--- src/rtl/image_ram_arbiter_if.sv ---
// Request/grant bundle between the image line RAM arbiter,
// its three clients and the dual-port line RAM.
interface image_ram_arbiter_if #(
  parameter int AW = 10,
  parameter int DW = 16
);
  logic          disp_req;
  logic [AW-1:0] disp_addr;
  logic          disp_rvalid;
  logic [DW-1:0] disp_rdata;

  logic          gen_rreq;
  logic [AW-1:0] gen_raddr;
  logic          gen_rgnt;
  logic          gen_rvalid;
  logic [DW-1:0] gen_rdata;

  logic          gen_wreq;
  logic [AW-1:0] gen_waddr;
  logic [DW-1:0] gen_wdata;
  logic          gen_wgnt;

  logic          rst_wreq;
  logic [AW-1:0] rst_waddr;
  logic [DW-1:0] rst_wdata;
  logic          rst_wgnt;

  logic          ram_ena;
  logic [AW-1:0] ram_addra;
  logic [DW-1:0] ram_douta;
  logic          ram_enb;
  logic [AW-1:0] ram_addrb;
  logic [DW-1:0] ram_dinb;

  modport slave (
    input  disp_req, disp_addr,
    input  gen_rreq, gen_raddr,
    input  gen_wreq, gen_waddr, gen_wdata,
    input  rst_wreq, rst_waddr, rst_wdata,
    input  ram_douta,
    output disp_rvalid, disp_rdata,
    output gen_rgnt, gen_rvalid, gen_rdata,
    output gen_wgnt, rst_wgnt,
    output ram_ena, ram_addra,
    output ram_enb, ram_addrb, ram_dinb
  );

  modport master (
    output disp_req, disp_addr,
    output gen_rreq, gen_raddr,
    output gen_wreq, gen_waddr, gen_wdata,
    output rst_wreq, rst_waddr, rst_wdata,
    output ram_douta,
    input  disp_rvalid, disp_rdata,
    input  gen_rgnt, gen_rvalid, gen_rdata,
    input  gen_wgnt, rst_wgnt,
    input  ram_ena, ram_addra,
    input  ram_enb, ram_addrb, ram_dinb
  );
endinterface

--- src/rtl/image_ram_arbiter.sv ---
// Image line RAM arbiter: display-priority port A, round-robin
// port B, tagged read return with write bypass, starvation flag.
module image_ram_arbiter #(
  parameter int AW         = 10,
  parameter int DW         = 16,
  parameter int RD_LAT     = 1,
  parameter int STARVE_MAX = 8
) (
  input  logic clk,
  input  logic rst_n,
  image_ram_arbiter_if.slave bus,
  output logic starve_flag
);
  localparam int CW = $clog2(STARVE_MAX + 1);

  typedef struct packed {
    logic          vld;
    logic          gen;
    logic          byp;
    logic [DW-1:0] bdat;
  } tag_t;

  tag_t          pipe [RD_LAT];
  tag_t          tag_in;
  tag_t          tag_out;
  logic          last_rst;
  logic [CW-1:0] starve_cnt;
  logic [CW-1:0] cnt_nxt;
  logic          disp_rd;
  logic          gen_rd;
  logic          gen_w;
  logic          rst_w;
  logic          tie;
  logic          hit;
  logic          ena;
  logic          enb;
  logic [AW-1:0] addra;
  logic [AW-1:0] addrb;
  logic [DW-1:0] dinb;
  logic [DW-1:0] rdata;

  always_comb begin
    disp_rd = rst_n & bus.disp_req;
    gen_rd  = rst_n & bus.gen_rreq & ~bus.disp_req;
    tie     = bus.gen_wreq & bus.rst_wreq;
    // last_rst set means the reset writer took the previous tie
    gen_w   = rst_n & bus.gen_wreq
            & (~bus.rst_wreq | last_rst);
    rst_w   = rst_n & bus.rst_wreq
            & (~bus.gen_wreq | ~last_rst);
    ena     = disp_rd | gen_rd;
    enb     = gen_w | rst_w;
  end

  always_comb begin
    addra = '0;
    unique case (1'b1)
      disp_rd: addra = bus.disp_addr;
      gen_rd:  addra = bus.gen_raddr;
      default: ;
    endcase
  end

  always_comb begin
    addrb = '0;
    dinb  = '0;
    unique case (1'b1)
      gen_w: begin
        addrb = bus.gen_waddr;
        dinb  = bus.gen_wdata;
      end
      rst_w: begin
        addrb = bus.rst_waddr;
        dinb  = bus.rst_wdata;
      end
      default: ;
    endcase
  end

  always_comb begin
    hit         = ena & enb & (addra == addrb);
    tag_in.vld  = ena;
    tag_in.gen  = gen_rd;
    tag_in.byp  = hit;
    tag_in.bdat = hit ? dinb : '0;
  end

  always_comb begin
    cnt_nxt = '0;
    if (bus.gen_rreq & ~gen_rd) begin
      if (starve_cnt == CW'(STARVE_MAX))
        cnt_nxt = starve_cnt;
      else
        cnt_nxt = starve_cnt + 1'b1;
    end
  end

  always_ff @(posedge clk or negedge rst_n) begin
    if (!rst_n) begin
      for (int i = 0; i < RD_LAT; i++)
        pipe[i] <= '0;
      last_rst    <= 1'b1;
      starve_cnt  <= '0;
      starve_flag <= 1'b0;
    end else begin
      pipe[0] <= tag_in;
      for (int i = 1; i < RD_LAT; i++)
        pipe[i] <= pipe[i-1];
      if (tie)
        last_rst <= rst_w;
      starve_cnt <= cnt_nxt;
      if (cnt_nxt == CW'(STARVE_MAX))
        starve_flag <= 1'b1;
    end
  end

  always_comb begin
    tag_out = pipe[RD_LAT-1];
    rdata   = '0;
    if (tag_out.vld)
      rdata = tag_out.byp ? tag_out.bdat
                          : bus.ram_douta;
  end

  assign bus.gen_rgnt    = gen_rd;
  assign bus.gen_wgnt    = gen_w;
  assign bus.rst_wgnt    = rst_w;
  assign bus.ram_ena     = ena;
  assign bus.ram_addra   = addra;
  assign bus.ram_enb     = enb;
  assign bus.ram_addrb   = addrb;
  assign bus.ram_dinb    = dinb;
  assign bus.disp_rvalid = tag_out.vld & ~tag_out.gen;
  assign bus.gen_rvalid  = tag_out.vld & tag_out.gen;
  assign bus.disp_rdata  = rdata;
  assign bus.gen_rdata   = rdata;
endmodule

--- src/flat_wrapper.sv ---
// flat-port wrapper written by rule: the top's interface ports become plain ports
module image_ram_arbiter_flat 
#(
  parameter int AW         = 10,
  parameter int DW         = 16,
  parameter int RD_LAT     = 1,
  parameter int STARVE_MAX = 8
)
  (clk, rst_n, starve_flag, bus_disp_req, bus_disp_addr, bus_gen_rreq, bus_gen_raddr, bus_gen_wreq, bus_gen_waddr, bus_gen_wdata, bus_rst_wreq, bus_rst_waddr, bus_rst_wdata, bus_ram_douta, bus_disp_rvalid, bus_disp_rdata, bus_gen_rgnt, bus_gen_rvalid, bus_gen_rdata, bus_gen_wgnt, bus_rst_wgnt, bus_ram_ena, bus_ram_addra, bus_ram_enb, bus_ram_addrb, bus_ram_dinb);
  image_ram_arbiter_if #(.AW(AW), .DW(DW)) bus_i ();
  input  logic clk;
  input  logic rst_n;
  output logic starve_flag;
  input wire logic [$bits(bus_i.disp_req)-1:0] bus_disp_req;
  input wire logic [$bits(bus_i.disp_addr)-1:0] bus_disp_addr;
  input wire logic [$bits(bus_i.gen_rreq)-1:0] bus_gen_rreq;
  input wire logic [$bits(bus_i.gen_raddr)-1:0] bus_gen_raddr;
  input wire logic [$bits(bus_i.gen_wreq)-1:0] bus_gen_wreq;
  input wire logic [$bits(bus_i.gen_waddr)-1:0] bus_gen_waddr;
  input wire logic [$bits(bus_i.gen_wdata)-1:0] bus_gen_wdata;
  input wire logic [$bits(bus_i.rst_wreq)-1:0] bus_rst_wreq;
  input wire logic [$bits(bus_i.rst_waddr)-1:0] bus_rst_waddr;
  input wire logic [$bits(bus_i.rst_wdata)-1:0] bus_rst_wdata;
  input wire logic [$bits(bus_i.ram_douta)-1:0] bus_ram_douta;
  output wire logic [$bits(bus_i.disp_rvalid)-1:0] bus_disp_rvalid;
  output wire logic [$bits(bus_i.disp_rdata)-1:0] bus_disp_rdata;
  output wire logic [$bits(bus_i.gen_rgnt)-1:0] bus_gen_rgnt;
  output wire logic [$bits(bus_i.gen_rvalid)-1:0] bus_gen_rvalid;
  output wire logic [$bits(bus_i.gen_rdata)-1:0] bus_gen_rdata;
  output wire logic [$bits(bus_i.gen_wgnt)-1:0] bus_gen_wgnt;
  output wire logic [$bits(bus_i.rst_wgnt)-1:0] bus_rst_wgnt;
  output wire logic [$bits(bus_i.ram_ena)-1:0] bus_ram_ena;
  output wire logic [$bits(bus_i.ram_addra)-1:0] bus_ram_addra;
  output wire logic [$bits(bus_i.ram_enb)-1:0] bus_ram_enb;
  output wire logic [$bits(bus_i.ram_addrb)-1:0] bus_ram_addrb;
  output wire logic [$bits(bus_i.ram_dinb)-1:0] bus_ram_dinb;
  assign bus_i.disp_req = bus_disp_req;
  assign bus_i.disp_addr = bus_disp_addr;
  assign bus_i.gen_rreq = bus_gen_rreq;
  assign bus_i.gen_raddr = bus_gen_raddr;
  assign bus_i.gen_wreq = bus_gen_wreq;
  assign bus_i.gen_waddr = bus_gen_waddr;
  assign bus_i.gen_wdata = bus_gen_wdata;
  assign bus_i.rst_wreq = bus_rst_wreq;
  assign bus_i.rst_waddr = bus_rst_waddr;
  assign bus_i.rst_wdata = bus_rst_wdata;
  assign bus_i.ram_douta = bus_ram_douta;
  assign bus_disp_rvalid = bus_i.disp_rvalid;
  assign bus_disp_rdata = bus_i.disp_rdata;
  assign bus_gen_rgnt = bus_i.gen_rgnt;
  assign bus_gen_rvalid = bus_i.gen_rvalid;
  assign bus_gen_rdata = bus_i.gen_rdata;
  assign bus_gen_wgnt = bus_i.gen_wgnt;
  assign bus_rst_wgnt = bus_i.rst_wgnt;
  assign bus_ram_ena = bus_i.ram_ena;
  assign bus_ram_addra = bus_i.ram_addra;
  assign bus_ram_enb = bus_i.ram_enb;
  assign bus_ram_addrb = bus_i.ram_addrb;
  assign bus_ram_dinb = bus_i.ram_dinb;
  image_ram_arbiter #(.AW(AW), .DW(DW), .RD_LAT(RD_LAT), .STARVE_MAX(STARVE_MAX)) u_core (.clk(clk), .rst_n(rst_n), .bus(bus_i), .starve_flag(starve_flag));
endmodule
--- config.mk ---
export PLATFORM = sky130hd
export DESIGN_NAME = image_ram_arbiter_flat
export DESIGN_NICKNAME = d
export VERILOG_FILES = /design/src/rtl/image_ram_arbiter_if.sv /design/src/rtl/image_ram_arbiter.sv /design/src/flat_wrapper.sv
export SDC_FILE = /design/constraint.sdc
export NUM_CORES = 1
export LEC_CHECK = 0
export CAP_MARGIN = 40
export CORE_UTILIZATION = 50
export DETAILED_ROUTE_END_ITERATION = 10
export DONT_BUFFER_PORTS = 1
export SLEW_MARGIN = 20
export SYNTH_ARGS = -nofsm -noshare
export SYNTH_HDL_FRONTEND = slang
export SYNTH_SLANG_ARGS = --single-unit
--- constraint.sdc ---
create_clock -name clk -period 2.43 [get_ports clk]
set_input_delay 0 -clock clk [delete_from_list [all_inputs] [get_ports clk]]
set_output_delay 0 -clock clk [all_outputs]
set_load 0.01 [all_outputs]
==> flow_summary.toml <==
[status]
status = "finished, final reports clean"

[cts]
numCtsBuffers = 3
tritoncts = "yes"
cts_max_path_buffers = 2
cts_resized = 0
cts_root_buf = "clkbuf_8"
clk_transition_reported_paths_ns = 0.09
cts_sinks = 25
clk_latency_ns = 0.27
htree_levels = 1

[final_layout]
drive_gt1_frac = 0.161
area_growth_pct = -0.967
num_antenna_cells = 0
postLayoutCellArea_um2 = 2310
num-nets-final = 333

[global_route]
grt_pass1_vias = 1729
grt_max_degree = 28
antenna_found_initial = 0
overflow = 0
grt_usage = 0.225
grt_pass1_wl_um = 8780

[floorplan]
dieHeight_um = 70.2
start_util = 0.527
die_area_um2 = 4930
die_x_um = 70.2
rows = 24
pin_count = 170
core_um2 = 4410

[synthesis]
muxShareOfSynthArea = 0.0736
synth_compound_area_frac = 0.233
synth_xor_area_frac = 0.0301
async_reset_ff_frac = 1.00
synth-seq-cells = 25
syn_nets = 354
syn_avg_cell_area_um2 = 9.03
yosys.area_share.simple = 0.269
yosysTopAreaCell = "dfrtp_1"
synthAdderAreaFrac = 0.0107
synth_top_family_by_area = "simple AND/OR/NAND/NOR gates"
syn_inst = 258
synth_top_area_share = 0.258
syn-cell-area_um2 = 2330
synth-edff-count = 0
synth_cell_types = 45
seq_area_frac_synth = 0.269
synthTopCellsByArea = "dfrtp_1, mux2i_1, buf_4"
yosysWarnings = 0
ys.flop_type = "dfrtp_1"

[setup_path]
worstPathRequired_ns = 2.57
crit_buf_inv = 1
startpoint_type = "flop"
crit_family = "flip-flops"
slowest_delay_ns = 0.59
worstPathArrival_ns = 2.37
r2r_slack_ns = 0.19
path_class = "reg2reg"
path_cells = "a21bo_1, o32ai_2, xnor2_1, nand4_2, buf_4, nor4_1"
rr_endpoint = "u_core.pipe[2]"
worst_path_max_delay_cell = "dfstp_2"
rr_worst_depth = 6
crit_fanout = 17
worstSetupEndpointType = "flop"
r2r_start = "u_core.last_rst"

[drt]
wl_um = 5730
drt_pass1_iterations = 4
drc = 0
viasPerCell = 6.38
ant_nets = 0
post_drt_wl_per_cell_um = 19.9
num_vias = 1837
drtIter0Drc = 98

[hold_path]
holdPathStages = 2
hold_end = "u_core.pipe[17]"
hold_path_class = "in2reg"
min_from = "bus_disp_req"

[sta]
worstMarginPinSlew_ns = 0.809
fin_setup_tns_ns = 0
drv_slew = 0
max_freq_ghz = 0.447
timing.final.crit_share = 0.921
fin_skew_ns = 0.00735
hold_viol_final = 0
setup_viol_count_final = 0
rsz0062_at_grt = "no"
layout_min_cycle_time_ns = 2.24
relSlewSlack = 0.460

[placed_design]
place_hpwl_um = 4350
place_area_um2 = 2190
gp_congestion = 0.851
numPortBuffers = 0

[job]
max_cap_viol_count = 0

[power]
finalPower_mw = 1.06
peakVddDrop_mv = 0.282
p_leak_nw = 0.825
powerDensity_nw_per_um2 = 462
==> routing by layer <==
layer | wire [um] | part of all wire | up-vias | track usage
li1 | - | - | 889 | -
met4 | 78 | 0.014 | 0 | 0.0733
met5 | 0 | 0 | - | 0
met1 | 2720 | 0.47 | 836 | 0.323
met3 | 457 | 0.080 | 8 | 0.0534
met2 | 2480 | 0.43 | 104 | 0.331
==> through the flow <==
step	setup slack [ns]	util	hold WS [ns]	instances
after detailed placement	0.203	0.496	-0.295	278
final	0.193	0.522	0.00931	288
after global placement	0.259	0.496	-0.295	278
after floorplan	0.424	-	-0.296	258
after CTS	0.174	0.522	0.000848	288
after global routing	0.000409	0.522	0.0495	288
==> registers in the layout, summed over array words and instances, names as in the netlist <==
register and count:
u_core.pipe 19, u_core.last_rst 1, u_core.starve_cnt 4, u_core.starve_flag 1
==> worst reg2reg max path, delay by kind of cell (launching register included) <==
kind / cells / cell delay [ns]
xor gates and xnor gates: 1 / 0.22
DFF: 1 / 0.59
AOI/OAI and AO/OA: 2 / 0.55
buffers and inverters: 1 / 0.22
and+or+nand+nor: 2 / 0.52
==> Yosys cell counts, drive strengths merged (7+ instances only) <==
library cell and count:
buf 34, nand2 29, dfrtp 24, nor2b 18, nor4 17, a22o 16
mux2i 16, o211ai 16, a21oi 12, nand3b 10, nor2 7, o32ai 7
xnor2 7
==> logic make-up (layout without fill, tap and decap cells) <==
| group | Yosys count | in the layout |
|---|---|---|
| and+or+nand+nor | 98 | 98 |
| AOI/OAI and AO/OA | 65 | 65 |
| buffers and inverters | 43 | 21 |
| DFF | 25 | 25 |
| muxes | 17 | 17 |
| xor gates and xnor gates | 8 | 8 |
| adders and majority gates | 2 | 2 |
==> worst max path at each step <==
| stage | cells after the start | slack (ns) | to | startpoint |
|---|---|---|---|---|
| finish | 6 | 0.19 | u_core.pipe[2] | u_core.last_rst |
| CTS | 6 | 0.17 | u_core.pipe[2] | u_core.last_rst |
| floorplan | 7 | 0.42 | u_core.pipe[10] | u_core.last_rst |
| global route | 6 | 0.0004 | u_core.pipe[2] | u_core.last_rst |
| detailed placement | 6 | 0.20 | u_core.pipe[2] | u_core.last_rst |
| global placement | 6 | 0.26 | u_core.pipe[2] | u_core.last_rst |
==> report_power, final <==
part | internal, mW | switching [mW] | total [mW]
logic | 0.124 | 0.251 | 0.375
clock network | 0.115 | 0.131 | 0.246
registers | 0.428 | 0.0157 | 0.444
total | 0.667 | 0.398 | 1.06
==> area by class of cell <==
class                   count  area, um2
clock inverters             1       5.00
flip-flops and latches     25        627
fillers                   437       2110
inverters                   6       25.0
repair buffers             11        108
multi-input cells         190       1440
well taps                  52       65.1
clock buffers               3       41.3
==> layout by cell type, fill, tap and decap left out, types with 3 or more instances in the layout <==
cell / instances
a21oi_1: 11
a22o_1: 16
and2_1: 4
buf_4: 5
clkbuf_8: 3
dfrtp_1: 24
dlygate4sd3_1: 5
inv_1: 4
mux2i_1: 16
nand2_1: 28
nand2b_1: 3
nand3_1: 3
nand3b_1: 10
nor2_1: 6
nor2b_1: 17
nor4_1: 7
nor4_2: 10
o211ai_1: 16
o21ai_0: 3
o32ai_2: 7
xnor2_1: 7
==> repair_timing <==
| item | CTS | global route |
|---|---|---|
| endpoints found under the setup margin | 0 | 0 |
| endpoints found under the hold margin | 31 | 0 |
| hold buffers | 6 | 0 |
| setup buffers | 0 | 0 |
Power figures use the tool's default switching activity.
